[src/rtl/alu_pkg.sv]
`default_nettype none
//==============================================================================
// Module : alu_pkg
// Brief  : ALU op codes, R-type funct and field constants, sequencer states.
// Rev    : 1.0 - initial release
//==============================================================================
package alu_pkg;

    localparam logic [3:0] ALU_ADD = 4'd0;
    localparam logic [3:0] ALU_SUB = 4'd1;
    localparam logic [3:0] ALU_AND = 4'd2;
    localparam logic [3:0] ALU_OR  = 4'd3;
    localparam logic [3:0] ALU_SLL = 4'd4;
    localparam logic [3:0] ALU_SRL = 4'd5;
    localparam logic [3:0] ALU_SRA = 4'd6;
    localparam logic [3:0] ALU_GT  = 4'd7;
    localparam logic [3:0] ALU_LT  = 4'd8;

    localparam logic [5:0] FUNCT_ADD = 6'h20;
    localparam logic [5:0] FUNCT_SUB = 6'h22;
    localparam logic [5:0] FUNCT_AND = 6'h24;
    localparam logic [5:0] FUNCT_OR  = 6'h25;
    localparam logic [5:0] FUNCT_SLL = 6'h00;
    localparam logic [5:0] FUNCT_SRL = 6'h02;
    localparam logic [5:0] FUNCT_SRA = 6'h03;
    localparam logic [5:0] FUNCT_SGT = 6'h2C;
    localparam logic [5:0] FUNCT_SLT = 6'h2A;

    localparam int OPCODE_HI = 31;
    localparam int OPCODE_LO = 26;
    localparam int RS_HI     = 25;
    localparam int RS_LO     = 21;
    localparam int RT_HI     = 20;
    localparam int RT_LO     = 16;
    localparam int RD_HI     = 15;
    localparam int RD_LO     = 11;
    localparam int SHAMT_HI  = 10;
    localparam int SHAMT_LO  = 6;
    localparam int FUNCT_HI  = 5;
    localparam int FUNCT_LO  = 0;

    typedef enum logic [2:0] {
        IDLE = 3'd0,
        READ = 3'd1,
        EXEC = 3'd2,
        WB   = 3'd3,
        ERR  = 3'd4
    } seq_state_t;

endpackage
`default_nettype wire

[src/rtl/rtype_sequencer_if.sv]
`default_nettype none
//==============================================================================
// Module : rtype_sequencer_if
// Brief  : Instruction handshake, regfile and ALU signals of the sequencer.
// Rev    : 1.0 - initial release
//==============================================================================
interface rtype_sequencer_if;

    logic [31:0] instr;
    logic        instr_valid;
    logic        instr_ready;

    logic [4:0]  rf_rr1;
    logic [4:0]  rf_rr2;
    logic [31:0] rf_rd1;
    logic [31:0] rf_rd2;
    logic [4:0]  rf_wr;
    logic        rf_we;
    logic        rf_sel;

    logic [31:0] alu_a;
    logic [31:0] alu_b;
    logic [3:0]  alu_op;
    logic [4:0]  alu_shamt;
    logic [31:0] alu_result;
    logic        alu_overflow;

    logic        done;
    logic        err_ovf;
    logic        err_illegal;

    // master = the sequencer (initiator of regfile/ALU control)
    modport master (
        input  instr, instr_valid, rf_rd1, rf_rd2, alu_result, alu_overflow,
        output instr_ready, rf_rr1, rf_rr2, rf_wr, rf_we, rf_sel,
               alu_a, alu_b, alu_op, alu_shamt, done, err_ovf, err_illegal
    );

    modport slave (
        output instr, instr_valid, rf_rd1, rf_rd2, alu_result, alu_overflow,
        input  instr_ready, rf_rr1, rf_rr2, rf_wr, rf_we, rf_sel,
               alu_a, alu_b, alu_op, alu_shamt, done, err_ovf, err_illegal
    );

endinterface
`default_nettype wire

[src/rtl/rtype_decoder.sv]
`default_nettype none
//==============================================================================
// Module : rtype_decoder
// Brief  : Combinational MIPS R-type decode to ALU op, fields and legality.
// Rev    : 1.0 - initial release
//==============================================================================
module rtype_decoder
    import alu_pkg::*;
(
    input  logic [31:0] instr,
    output logic        illegal,
    output logic [3:0]  alu_op,
    output logic        is_shift,
    output logic [4:0]  rs,
    output logic [4:0]  rt,
    output logic [4:0]  rd,
    output logic [4:0]  shamt
);

    logic [5:0] w_opcode;
    logic [5:0] w_funct;
    logic       w_unmapped;

    assign w_opcode = instr[OPCODE_HI:OPCODE_LO];
    assign w_funct  = instr[FUNCT_HI:FUNCT_LO];
    assign rs       = instr[RS_HI:RS_LO];
    assign rt       = instr[RT_HI:RT_LO];
    assign rd       = instr[RD_HI:RD_LO];
    assign shamt    = instr[SHAMT_HI:SHAMT_LO];

    always_comb begin
        alu_op     = ALU_ADD;
        is_shift   = 1'b0;
        w_unmapped = 1'b0;
        case (w_funct)
            FUNCT_ADD: alu_op = ALU_ADD;
            FUNCT_SUB: alu_op = ALU_SUB;
            FUNCT_AND: alu_op = ALU_AND;
            FUNCT_OR:  alu_op = ALU_OR;
            FUNCT_SLL: begin alu_op = ALU_SLL; is_shift = 1'b1; end
            FUNCT_SRL: begin alu_op = ALU_SRL; is_shift = 1'b1; end
            FUNCT_SRA: begin alu_op = ALU_SRA; is_shift = 1'b1; end
            FUNCT_SGT: alu_op = ALU_GT;
            FUNCT_SLT: alu_op = ALU_LT;
            default:   w_unmapped = 1'b1;
        endcase
    end

    assign illegal = (w_opcode != 6'd0) || w_unmapped;

endmodule
`default_nettype wire

[src/rtl/rtype_sequencer.sv]
`default_nettype none
//==============================================================================
// Module : rtype_sequencer
// Brief  : Multi-cycle R-type issue controller: READ -> EXEC -> WB sequencing.
// Rev    : 1.0 - initial release
//==============================================================================
module rtype_sequencer
    import alu_pkg::*;
#(
    parameter int CNT_W = 16
) (
    input  logic              clk,
    input  logic              rst_n,
    rtype_sequencer_if.master bus,
    output logic [CNT_W-1:0]  retired_cnt
);

    logic        w_illegal;
    logic        w_is_shift;
    logic [3:0]  w_op;
    logic [4:0]  w_rs;
    logic [4:0]  w_rt;
    logic [4:0]  w_rd;
    logic [4:0]  w_shamt;
    logic        w_accept;
    logic        w_ovf;

    seq_state_t        r_state;
    logic              r_instr_ready;
    logic [4:0]        r_rf_rr1;
    logic [4:0]        r_rf_rr2;
    logic [4:0]        r_rf_wr;
    logic              r_rf_we;
    logic              r_rf_sel;
    logic [31:0]       r_alu_a;
    logic [31:0]       r_alu_b;
    logic [3:0]        r_alu_op;
    logic [4:0]        r_alu_shamt;
    logic              r_done;
    logic              r_err_ovf;
    logic              r_err_illegal;
    logic [CNT_W-1:0]  r_retired_cnt;

    rtype_decoder u_decoder (
        .instr    (bus.instr),
        .illegal  (w_illegal),
        .alu_op   (w_op),
        .is_shift (w_is_shift),
        .rs       (w_rs),
        .rt       (w_rt),
        .rd       (w_rd),
        .shamt    (w_shamt)
    );

    assign w_accept = bus.instr_valid && r_instr_ready;

    // The ALU overflow line is only meaningful for add/sub
    assign w_ovf = bus.alu_overflow && ((r_alu_op == ALU_ADD) || (r_alu_op == ALU_SUB));

    always_ff @(posedge clk or negedge rst_n) begin
        if (!rst_n) begin
            r_state       <= IDLE;
            r_instr_ready <= 1'b1;
            r_rf_rr1      <= 5'd0;
            r_rf_rr2      <= 5'd0;
            r_rf_wr       <= 5'd0;
            r_rf_we       <= 1'b0;
            r_rf_sel      <= 1'b0;
            r_alu_a       <= 32'd0;
            r_alu_b       <= 32'd0;
            r_alu_op      <= ALU_ADD;
            r_alu_shamt   <= 5'd0;
            r_done        <= 1'b0;
            r_err_ovf     <= 1'b0;
            r_err_illegal <= 1'b0;
            r_retired_cnt <= '0;
        end else begin
            r_done        <= 1'b0;
            r_err_ovf     <= 1'b0;
            r_err_illegal <= 1'b0;
            r_rf_we       <= 1'b0;
            r_rf_sel      <= 1'b0;
            case (r_state)
                IDLE: begin
                    if (w_accept) begin
                        r_instr_ready <= 1'b0;
                        r_rf_wr       <= w_rd;
                        r_alu_op      <= w_op;
                        r_alu_shamt   <= w_is_shift ? w_shamt : 5'd0;
                        r_rf_rr1      <= w_is_shift ? w_rt : w_rs;
                        r_rf_rr2      <= w_rt;
                        if (w_illegal) begin
                            r_state       <= ERR;
                            r_done        <= 1'b1;
                            r_err_illegal <= 1'b1;
                        end else begin
                            r_state <= READ;
                        end
                    end
                end
                READ: begin
                    r_alu_a <= bus.rf_rd1;
                    r_alu_b <= bus.rf_rd2;
                    r_state <= EXEC;
                end
                EXEC: begin
                    // Operands stay held through WB, so alu_result still carries this result
                    r_state   <= WB;
                    r_done    <= 1'b1;
                    r_rf_sel  <= 1'b1;
                    r_err_ovf <= w_ovf;
                    r_rf_we   <= !w_ovf && (r_rf_wr != 5'd0);
                end
                WB: begin
                    r_state       <= IDLE;
                    r_instr_ready <= 1'b1;
                    if (!r_err_ovf) begin
                        r_retired_cnt <= r_retired_cnt + CNT_W'(1);
                    end
                end
                ERR: begin
                    r_state       <= IDLE;
                    r_instr_ready <= 1'b1;
                end
                default: begin
                    r_state       <= IDLE;
                    r_instr_ready <= 1'b1;
                end
            endcase
        end
    end

    assign bus.instr_ready = r_instr_ready;
    assign bus.rf_rr1      = r_rf_rr1;
    assign bus.rf_rr2      = r_rf_rr2;
    assign bus.rf_wr       = r_rf_wr;
    assign bus.rf_we       = r_rf_we;
    assign bus.rf_sel      = r_rf_sel;
    assign bus.alu_a       = r_alu_a;
    assign bus.alu_b       = r_alu_b;
    assign bus.alu_op      = r_alu_op;
    assign bus.alu_shamt   = r_alu_shamt;
    assign bus.done        = r_done;
    assign bus.err_ovf     = r_err_ovf;
    assign bus.err_illegal = r_err_illegal;
    assign retired_cnt     = r_retired_cnt;

endmodule
`default_nettype wire

[src/flat_wrapper.sv]
// flat-port wrapper written by rule: the top's interface ports become plain ports
module rtype_sequencer_flat import alu_pkg::*;
#(
    parameter int CNT_W = 16
)
  (clk, rst_n, retired_cnt, bus_instr, bus_instr_valid, bus_rf_rd1, bus_rf_rd2, bus_alu_result, bus_alu_overflow, bus_instr_ready, bus_rf_rr1, bus_rf_rr2, bus_rf_wr, bus_rf_we, bus_rf_sel, bus_alu_a, bus_alu_b, bus_alu_op, bus_alu_shamt, bus_done, bus_err_ovf, bus_err_illegal);
  rtype_sequencer_if bus_i ();
  input  logic clk;
  input  logic rst_n;
  output logic [CNT_W-1:0] retired_cnt;
  input wire logic [$bits(bus_i.instr)-1:0] bus_instr;
  input wire logic [$bits(bus_i.instr_valid)-1:0] bus_instr_valid;
  input wire logic [$bits(bus_i.rf_rd1)-1:0] bus_rf_rd1;
  input wire logic [$bits(bus_i.rf_rd2)-1:0] bus_rf_rd2;
  input wire logic [$bits(bus_i.alu_result)-1:0] bus_alu_result;
  input wire logic [$bits(bus_i.alu_overflow)-1:0] bus_alu_overflow;
  output wire logic [$bits(bus_i.instr_ready)-1:0] bus_instr_ready;
  output wire logic [$bits(bus_i.rf_rr1)-1:0] bus_rf_rr1;
  output wire logic [$bits(bus_i.rf_rr2)-1:0] bus_rf_rr2;
  output wire logic [$bits(bus_i.rf_wr)-1:0] bus_rf_wr;
  output wire logic [$bits(bus_i.rf_we)-1:0] bus_rf_we;
  output wire logic [$bits(bus_i.rf_sel)-1:0] bus_rf_sel;
  output wire logic [$bits(bus_i.alu_a)-1:0] bus_alu_a;
  output wire logic [$bits(bus_i.alu_b)-1:0] bus_alu_b;
  output wire logic [$bits(bus_i.alu_op)-1:0] bus_alu_op;
  output wire logic [$bits(bus_i.alu_shamt)-1:0] bus_alu_shamt;
  output wire logic [$bits(bus_i.done)-1:0] bus_done;
  output wire logic [$bits(bus_i.err_ovf)-1:0] bus_err_ovf;
  output wire logic [$bits(bus_i.err_illegal)-1:0] bus_err_illegal;
  assign bus_i.instr = bus_instr;
  assign bus_i.instr_valid = bus_instr_valid;
  assign bus_i.rf_rd1 = bus_rf_rd1;
  assign bus_i.rf_rd2 = bus_rf_rd2;
  assign bus_i.alu_result = bus_alu_result;
  assign bus_i.alu_overflow = bus_alu_overflow;
  assign bus_instr_ready = bus_i.instr_ready;
  assign bus_rf_rr1 = bus_i.rf_rr1;
  assign bus_rf_rr2 = bus_i.rf_rr2;
  assign bus_rf_wr = bus_i.rf_wr;
  assign bus_rf_we = bus_i.rf_we;
  assign bus_rf_sel = bus_i.rf_sel;
  assign bus_alu_a = bus_i.alu_a;
  assign bus_alu_b = bus_i.alu_b;
  assign bus_alu_op = bus_i.alu_op;
  assign bus_alu_shamt = bus_i.alu_shamt;
  assign bus_done = bus_i.done;
  assign bus_err_ovf = bus_i.err_ovf;
  assign bus_err_illegal = bus_i.err_illegal;
  rtype_sequencer #(.CNT_W(CNT_W)) u_core (.clk(clk), .rst_n(rst_n), .bus(bus_i), .retired_cnt(retired_cnt));
endmodule
[config.mk]
export PLATFORM = sky130hd
export DESIGN_NAME = rtype_sequencer_flat
export DESIGN_NICKNAME = d
export VERILOG_FILES = /design/src/rtl/alu_pkg.sv /design/src/rtl/rtype_sequencer_if.sv /design/src/rtl/rtype_decoder.sv /design/src/rtl/rtype_sequencer.sv /design/src/flat_wrapper.sv
export SDC_FILE = /design/constraint.sdc
export NUM_CORES = 1
export LEC_CHECK = 0
export ABC_AREA = 1
export BUFFER_PORTS_ARGS = -buffer_cell sky130_fd_sc_hd__buf_4
export CORE_UTILIZATION = 31
export CTS_BUF_LIST = sky130_fd_sc_hd__clkbuf_2
export DETAILED_ROUTE_END_ITERATION = 16
export GPL_ROUTABILITY_DRIVEN = 1
export GPL_TIMING_DRIVEN = 0
export HOLD_SLACK_MARGIN = 0.03
export PLACE_DENSITY = 0.65
export SETUP_SLACK_MARGIN = 0.4
export SLEW_MARGIN = 25
export SYNTH_ARGS = -nofsm -noshare
export SYNTH_HDL_FRONTEND = slang
export SYNTH_HIERARCHICAL = 1
export SYNTH_SLANG_ARGS = --single-unit
[constraint.sdc]
create_clock -name clk -period 3.7 [get_ports clk]
set_input_delay 0.185 -clock clk [delete_from_list [all_inputs] [get_ports clk]]
set_output_delay 0.185 -clock clk [all_outputs]
set_load 0.1 [all_outputs]
==> impl_results.rst, run 1 <==
.. list-table::
   :header-rows: 1

   * - Metric
     - Value
   * - Yosys top cell area share
     - 0.561
   * - Number of top-level design ports
     - approximately 240
   * - Met1 WL
     - about 6000 um
   * - Max capacitance violation total
     - 0
   * - Highest layer used for signal routing
     - met4
   * - Peak supply drop
     - around 0.50 mV
   * - Cell with the most instances after synthesis
     - sky130_fd_sc_hd__nand2_1
   * - Number of port buffers
     - about 190
   * - Clock sink total
     - about 110
   * - Sw Share
     - 0.601
   * - Number of fill cells in the layout
     - approximately 1.4k
   * - Placed cell areas
     - roughly 0.0067 mm2
   * - Antenna violation net count after detailed routing
     - 0
   * - Post-Route Setup TNS
     - 0 ns
   * - Gate count of the mapped netlist
     - approximately 600
   * - DPL Wire Length
     - 9460 um
   * - Clock transition time at the flip-flop clock pins of the worst setup and hold paths
     - approximately 0.16 ns
   * - Worst-case hold slack
     - between 0.2 and 0.25 ns
   * - Die area
     - approximately 0.017 mm2
   * - Die Span Y
     - ~130 um
   * - Yosys top cell by area
     - sky130_fd_sc_hd__dfrtp_1
   * - Main combinational cell family by area after synthesis
     - simple AND/OR/NAND/NOR gates
   * - Number of endpoints with negative hold slack in the final report
     - 0
   * - Layout cell share with drive strength beyond 1
     - 0.292
   * - Met2 layer wire length in the routed design
     - 7450 um
   * - Average wire per standard cell
     - between 10 and 15 um
   * - Worst setup slack for register-to-register paths
     - 1.79 ns
   * - RSZ-0062 raised after global routing
     - no
   * - Largest cells by area after synthesis
     - sky130_fd_sc_hd__dfrtp_1, sky130_fd_sc_hd__nand2_1, sky130_fd_sc_hd__buf_4
   * - Achievable frequency
     - between 300 and 400 MHz
   * - Syn-to-layout area delta
     - 61.4%
   * - Relative contribution of combinational cells to total power
     - 0.635
   * - Starting utilization of the core area
     - 0.316
   * - Type of element capturing the critical path
     - flip-flop
   * - Die width
     - approximately 130 um
   * - Power per cell area
     - about 870 mW/mm2
   * - Portion of netlist area occupied by mux cells
     - 0
   * - Overall routed net length
     - between 10000 and 15000 um
   * - P_int
     - around 2.8 mW
   * - Main flop type after synthesis
     - sky130_fd_sc_hd__dfrtp_1
   * - First-pass GRT wire length
     - around 23000 um
   * - Transition time of the tightest slew-check pin
     - 0.528 ns
   * - Worst-case setup margin in the final layout
     - about 0.56 ns
   * - Post-Syn Area
     - ~0.0050 mm2
   * - Mean instance size in the synthesized netlist
     - ~8.4 um2
   * - Proportion of power drawn by the clock network
     - 0.098
   * - Post-synthesis share of cell area spent on xor and xnor gates
     - 0.0123
   * - Metal3 WL
     - 911 um
   * - Drt drc
     - 0
   * - Total count of max-transition violations in the final report
     - 0
   * - Cell Count, Final, Fillers Out
     - roughly 1.2k
   * - Reg2reg path depth
     - 7
   * - Number of cells on the worst hold path
     - 4
   * - Maximum buffer depth of the clock tree
     - 2
   * - Post-placement cell count
     - approximately 1k
   * - Vias post-DR
     - just under 5k
   * - Yosys warnings
     - 6
   * - Category of the worst setup path launch point
     - input pin
   * - Most numerous cell types in the synthesized netlist
     - sky130_fd_sc_hd__nand2_1, sky130_fd_sc_hd__dfrtp_1, sky130_fd_sc_hd__inv_1
   * - Setup WS pre-CTS
     - about 2.0 ns
   * - Post-Synth Adder-Cell Area
     - 0.00251
   * - Violation count after the first detailed-route iteration
     - between 200 and 250
   * - GPL Wtd Cong
     - roughly 0.80
   * - Largest net degree at the start of global routing
     - about 80
   * - Top fanout value on the critical path
     - 10
   * - Relative slew margins
     - 0.648
   * - Final #Nets
     - 1054
   * - Fraction of synthesis flops using an asynchronous set or reset pin
     - 1.00
   * - H-tree levels
     - 4
   * - Combined area of the multi-input logic cells
     - 0.00170 mm2
   * - Number of iterations in the first detailed-routing pass
     - 4
   * - Number of synthesized register bits
     - 113
   * - Final design utilization
     - 0.509
   * - Final critical delay including setup and external delays
     - ~3.1 ns
   * - Startpoint-to-endpoint class of the critical path
     - in2reg
   * - Final number of setup-violating endpoints
     - 0
   * - Synthesized Nets
     - 730
   * - Count of cells resized by post-cts repair
     - 0
   * - Run status
     - finished, final reports clean
   * - Sequential-to-total area share from yosys stat
     - 0.566
   * - Tot GR Track Use
     - 0.180
   * - Insertion delay to the later sink of the worst-skew pair
     - 0.67 ns
   * - Sequential share of power
     - 0.267
   * - Number of distinct library cells after synthesis
     - 25
   * - Number of buffers created by CTS
     - 17
   * - Footprint of the flip-flops and latches
     - 0.00283 mm2
   * - Root Driver
     - sky130_fd_sc_hd__clkbuf_2
   * - EDFF count, synth
     - 0
   * - Number of antenna violations at the first check in global routing
     - 1
   * - Share of synthesized cell area in and, or, nand and nor gates
     - 0.301
   * - Vias in the first global route
     - between 4k and 5k
   * - Compound-Gate Fraction of Synth Area
     - 0.0245
   * - Overflow left after global routing
     - 0
   * - Core outline area
     - between 0.015 and 0.02 mm2
   * - Average vias per placed instance
     - 4.28
   * - Required @ worst endpoint
     - 4.33 ns
   * - Crit path DAT
     - approximately 3.8 ns
   * - Part of the cycle the worst path needs
     - 0.849
   * - Number of rows in the core area
     - 46
   * - Worst hold-check path type
     - in2reg
   * - Overall power after layout
     - ~7 mW
   * - Switching power of the nets
     - 4.20 mW
   * - Clock tree from TritonCTS
     - built
   * - Final non-filler cell area
     - 0.00806 mm2
   * - Final worst clock skew
     - around 0.015 ns
   * - Reported leakage power
     - approximately 4.2 nW
==> final cells by class <==
type	count	area share
clock buffers	22	0.0137
well taps	216	0.0335
repair buffers	305	0.324
diodes	1	0.000310
flip-flops and latches	113	0.351
inverters	41	0.0191
multi-input cells	404	0.211
clock inverters	10	0.00854
plain buffers	39	0.0385
==> sequential cells by signal (all words and copies together), names as in the netlist, 3 cells and up <==
signal	cells
u_core/bus.rf_rr1	5
u_core/r_state	3
u_core/bus.alu_shamt	5
u_core/bus.alu_b	32
u_core/bus.rf_wr	5
u_core/bus.alu_a	32
u_core/bus.alu_op	4
u_core/retired_cnt	16
u_core/bus.rf_rr2	5
==> path summary, 6_finish.rpt <==
kind                                           to                 start
hold / removal                u_core/bus.alu_a[3]         bus_rf_rd1[3]
setup reg to reg             u_core/bus.rf_rr1[4]     u_core/r_state[0]
max in group asynchronous  u_core/bus.instr_ready                 rst_n
setup / recovery             u_core/bus.rf_rr1[0]          bus_instr[5]
hold reg to reg              u_core/bus.alu_b[16]  u_core/bus.alu_b[16]
min in group asynchronous   u_core/retired_cnt[5]                 rst_n
==> cells in the final DEF (no fill, tap or decap) <==
| master | synthesis | layout |
|---|---|---|
| sky130_fd_sc_hd__nand3b_1 | 3 | 3 |
| sky130_fd_sc_hd__buf_4 | 27 | 215 |
| sky130_fd_sc_hd__xnor2_1 | 4 | 4 |
| sky130_fd_sc_hd__buf_16 | 0 | 1 |
| sky130_fd_sc_hd__clkbuf_2 | 0 | 22 |
| sky130_fd_sc_hd__nor2_2 | 9 | 9 |
| sky130_fd_sc_hd__nand3_2 | 1 | 1 |
| sky130_fd_sc_hd__o31ai_1 | 1 | 1 |
| sky130_fd_sc_hd__ha_1 | 1 | 1 |
| sky130_fd_sc_hd__diode_2 | 0 | 1 |
| sky130_fd_sc_hd__nand4_1 | 8 | 8 |
| sky130_fd_sc_hd__nand3_1 | 17 | 17 |
| sky130_fd_sc_hd__buf_8 | 0 | 1 |
| sky130_fd_sc_hd__nor3_1 | 4 | 4 |
| sky130_fd_sc_hd__inv_1 | 39 | 39 |
| sky130_fd_sc_hd__nor2_1 | 30 | 30 |
| sky130_fd_sc_hd__clkbuf_1 | 2 | 2 |
| sky130_fd_sc_hd__dfstp_2 | 1 | 1 |
| sky130_fd_sc_hd__bufinv_16 | 0 | 1 |
| sky130_fd_sc_hd__nor2_4 | 2 | 2 |
| sky130_fd_sc_hd__nand2_1 | 295 | 295 |
| sky130_fd_sc_hd__clkinv_1 | 0 | 5 |
| sky130_fd_sc_hd__buf_6 | 8 | 8 |
| sky130_fd_sc_hd__buf_2 | 2 | 2 |
| sky130_fd_sc_hd__dfrtp_1 | 112 | 112 |
| sky130_fd_sc_hd__dlygate4sd3_1 | 0 | 114 |
| sky130_fd_sc_hd__clkinv_2 | 0 | 4 |
| sky130_fd_sc_hd__xor2_1 | 3 | 3 |
| sky130_fd_sc_hd__o21ai_0 | 10 | 10 |
| sky130_fd_sc_hd__o21ai_1 | 12 | 12 |
| sky130_fd_sc_hd__inv_2 | 2 | 2 |
| sky130_fd_sc_hd__a21oi_1 | 1 | 1 |
| sky130_fd_sc_hd__buf_12 | 0 | 1 |
| sky130_fd_sc_hd__nand2_2 | 3 | 3 |
==> power by group through the flow <==
stage               combinational [mW]  clock [mW]  sequential (mW)
detailed placement                4.33           0             1.89
global placement                  4.30           0             1.88
floorplan                        0.618           0             4.63
global route                      4.62       0.784             1.92
CTS                               4.45       0.732             1.87
finish                            4.44       0.684             1.87
==> metal layers <==
layer  track usage  vias to the layer above
li1              -                     2461
met1         0.211                     2288
met2         0.309                      158
met3        0.0565                       16
met4        0.0664                        0
met5             0                        -
==> repair_timing <==
action / CTS / global route
hold buffers: 115 / 0
endpoints found under the hold margin: 208 / 0
setup buffers: 0 / 0
==> cells by family (layout without fill, tap and decap cells) <==
logic type               after synthesis  in the layout
AO/OA/AOI/OAI                         24             24
XOR/XNOR                               7              7
adder cells (fa/ha/maj)                1              1
buffers and inverters                 80            417
flip-flops                           113            113
other                                  0              1
AND/OR/NAND/NOR                      372            372
==> critical path, stage by stage <==
cell and delay (ns):
sky130_fd_sc_hd__dlygate4sd3_1 0.53, sky130_fd_sc_hd__buf_4 0.15, sky130_fd_sc_hd__nor2_1 0.11, sky130_fd_sc_hd__dlygate4sd3_1 0.58, sky130_fd_sc_hd__nand2_2 0.07, sky130_fd_sc_hd__nor2_2 0.30, sky130_fd_sc_hd__clkbuf_1 0.41, sky130_fd_sc_hd__o21ai_0 0.17
sky130_fd_sc_hd__dlygate4sd3_1 0.59, sky130_fd_sc_hd__o21ai_1 0.13, sky130_fd_sc_hd__dlygate4sd3_1 0.55
No activity file was read; power rests on OpenSTA's default activity.
==> run 2, diff against run 1 <==
==> constraint.sdc (replaced) <==
create_clock -name clk -period 3.1 [get_ports clk]
set_input_delay 0.155 -clock clk [delete_from_list [all_inputs] [get_ports clk]]
set_output_delay 0.155 -clock clk [all_outputs]
set_load 0.1 [all_outputs]
==> impl_results.rst, run 2 (same netlist as run 1, synthesis figures left out) <==
.. list-table::
   :header-rows: 1

   * - Metric
     - Value
   * - Run status
     - finished, final reports clean
   * - H-tree levels
     - 4 (unchanged)
   * - Average wire per standard cell
     - 12.7 um (-0.32%)
   * - Relative contribution of combinational cells to total power
     - 0.638 (+0.003)
   * - Peak supply drop
     - 0.574 mV (+16%)
   * - Proportion of power drawn by the clock network
     - 0.097 (about the same)
   * - Reported leakage power
     - 4.22 nW (+0.58%)
   * - Relative slew margins
     - 0.648 (about the same)
   * - Final number of setup-violating endpoints
     - 0 (unchanged)
   * - Power per cell area
     - 1030 mW/mm2 (+19%)
   * - Largest net degree at the start of global routing
     - 82 (unchanged)
   * - Insertion delay to the later sink of the worst-skew pair
     - 0.65 ns (-0.02 ns)
   * - Worst-case hold slack
     - 0.226 ns (-0.0143 ns)
   * - Overall routed net length
     - 14800 um (+0.46%)
   * - Syn-to-layout area delta
     - 63.2%
   * - Die width
     - 129 um (unchanged)
   * - DPL Wire Length
     - 9460 um (unchanged)
   * - Starting utilization of the core area
     - 0.316 (unchanged)
   * - Part of the cycle the worst path needs
     - 0.852
   * - Post-Route Setup TNS
     - 0 ns (unchanged)
   * - Layout cell share with drive strength beyond 1
     - 0.290 (-0.00279)
   * - Final #Nets
     - 1063 (+0.85%)
   * - Required @ worst endpoint
     - 3.70 ns (-0.63 ns)
   * - P_int
     - 3.38 mW (+21%)
   * - Number of iterations in the first detailed-routing pass
     - 4 (unchanged)
   * - Final worst clock skew
     - 0.0176 ns (+0.00258 ns)
   * - Worst flop-to-flop path startpoint
     - u_core/r_state[0]
   * - Standard cell with the maximum stage delay on the critical path
     - sky130_fd_sc_hd__dlygate4sd3_1
   * - RSZ-0062 raised after global routing
     - no
   * - Root Driver
     - sky130_fd_sc_hd__clkbuf_2
   * - Series of cell instances along the critical path
     - dlygate4sd3_1, buf_4, nor2_2, nand2_2, nor2_2, clkbuf_1, o21ai_0, dlygate4sd3_1, o21ai_1, dlygate4sd3_1
   * - Final critical delay including setup and external delays
     - approximately 2.6 ns
   * - Die Span Y
     - 129 um (unchanged)
   * - Tot GR Track Use
     - 0.181 (+0.00110)
   * - Sequential share of power
     - 0.266 (about the same)
   * - Number of port buffers
     - 189 (unchanged)
   * - Max capacitance violation total
     - 0 (unchanged)
   * - Clock transition time at the flip-flop clock pins of the worst setup and hold paths
     - 0.16 ns (about the same)
   * - Number of buffers inserted to repair setup after CTS
     - 0 (unchanged)
   * - Number of rows in the core area
     - 46 (unchanged)
   * - Worst setup path startpoint
     - bus_instr[2]
   * - Placed cell areas
     - 0.00672 mm2 (unchanged)
   * - Type of element capturing the critical path
     - flip-flop
   * - Most used cells in the layout excluding fill and tap cells
     - sky130_fd_sc_hd__nand2_1, sky130_fd_sc_hd__buf_4, sky130_fd_sc_hd__dlygate4sd3_1, sky130_fd_sc_hd__dfrtp_1, sky130_fd_sc_hd__inv_1
   * - Clock sink total
     - 113 (unchanged)
   * - Most common cell after layout, fill and taps aside
     - sky130_fd_sc_hd__nand2_1
   * - Count of cells resized by post-cts repair
     - 0 (unchanged)
   * - Average vias per placed instance
     - 4.27 (-0.25%)
   * - Crit path largest cell delay
     - 0.57 ns (-0.02 ns)
   * - Number of endpoints with negative hold slack in the final report
     - 0 (unchanged)
   * - Number of top-level design ports
     - 242 (unchanged)
   * - Violation count after the first detailed-route iteration
     - 229 (+2.2%)
   * - Vias in the first global route
     - 4753 (+1.0%)
   * - Post-placement cell count
     - 1003 (unchanged)
   * - Most common cell type on the critical path
     - sky130_fd_sc_hd__dlygate4sd3_1
   * - Startpoint-to-endpoint class of the critical path
     - in2reg
   * - Cell Count, Final, Fillers Out
     - 1160 (+0.78%)
   * - Number of antenna violations at the first check in global routing
     - 1 (unchanged)
   * - Top fanout value on the critical path
     - 10 (unchanged)
   * - Maximum buffer depth of the clock tree
     - 2 (unchanged)
   * - Antenna violation net count after detailed routing
     - 0 (unchanged)
   * - Number of buffers created by CTS
     - 17 (unchanged)
   * - Transition time of the tightest slew-check pin
     - 0.528 ns (-0.000746 ns)
   * - Sw Share
     - 0.598 (-0.00308)
   * - Worst-case setup margin in the final layout
     - 0.460 ns (-0.0996 ns)
   * - Category of the worst setup path launch point
     - input pin
   * - GPL Wtd Cong
     - 0.799 (unchanged)
   * - Overflow left after global routing
     - 0 (unchanged)
   * - Vias post-DR
     - 4949 (+0.53%)
   * - Setup WS pre-CTS
     - 1.48 ns (-0.570 ns)
   * - Die area
     - 0.0166 mm2 (unchanged)
   * - Total count of max-transition violations in the final report
     - 0 (unchanged)
   * - Crit path DAT
     - 3.24 ns (-0.53 ns)
   * - Switching power of the nets
     - 5.03 mW (+20%)
   * - Worst hold-check path type
     - in2reg
   * - Achievable frequency
     - between 300 and 400 MHz
   * - Final non-filler cell area
     - 0.00815 mm2 (+1.1%)
   * - Core outline area
     - 0.0158 mm2 (unchanged)
   * - First-pass GRT wire length
     - 23200 um (+0.72%)
   * - Clock tree from TritonCTS
     - built
   * - Drt drc
     - 0 (unchanged)
   * - Worst Hold Launch
     - bus_rf_rd1[3]
   * - Cts hold-fix bufs
     - 124 (+7.8%)
-- run 2: cell count changes in the layout (fill, tap and decap cells not counted) --
cell	previous run	this run
sky130_fd_sc_hd__dlygate4sd3_1	114	123
-- run 2: final timing paths --
check	to	slack [ns]	cells past startpoint
worst max-delay path	u_core/bus.rf_rr1[4]	0.46	10
worst min-delay path	u_core/bus.alu_a[3]	0.23	4
worst max register to register	u_core/bus.rf_rr1[4]	1.18	7
worst min register to register	u_core/bus.alu_b[16]	0.49	2
max in group asynchronous	u_core/bus.instr_ready	2.05	4
min in group asynchronous	u_core/retired_cnt[5]	0.60	4
-- run 2: area by class of cell --
class	instances	area, um2
Antenna cell	1	2.50
Buffer	39	310
Clock buffer	22	110
Clock inverter	10	68.8
Fill cell	1431	7680
Inverter	41	154
Multi-Input combinational cell	404	1700
Sequential cell	113	2830
Tap cell	216	270
Timing Repair Buffer	314	2710
-- run 2: worst max-delay path, delay by kind of cell --
kind | cells | cell delay, ns
AOI/OAI and AO/OA | 2 | 0.28
and+or+nand+nor | 3 | 0.55
buffers and inverters | 5 | 2.25
-- run 2: routing by layer --
metal,GRT usage,up-vias,routed length [um]
li1,-,2476,-
met3,0.0561,15,809
met2,0.311,150,7520
met4,0.0664,0,190
met1,0.212,2308,6260
met5,0,-,0
-- run 2: power by group through the flow --
stage | Clock, mW | Sequential [mW] | Combinational [mW]
after CTS | 0.874 | 2.23 | 5.36
after detailed placement | 0 | 2.25 | 5.17
after floorplan | 0 | 5.52 | 0.738
after global placement | 0 | 2.24 | 5.14
final | 0.813 | 2.23 | 5.36
after global routing | 0.937 | 2.30 | 5.59
-- run 2: through the flow --
stage | total power, mW | utilization
finish | 8.41 | 0.515
global route | 8.82 | 0.515
CTS | 8.46 | 0.515
detailed placement | 7.43 | 0.425
global placement | 7.38 | 0.422
floorplan | 6.26 | -
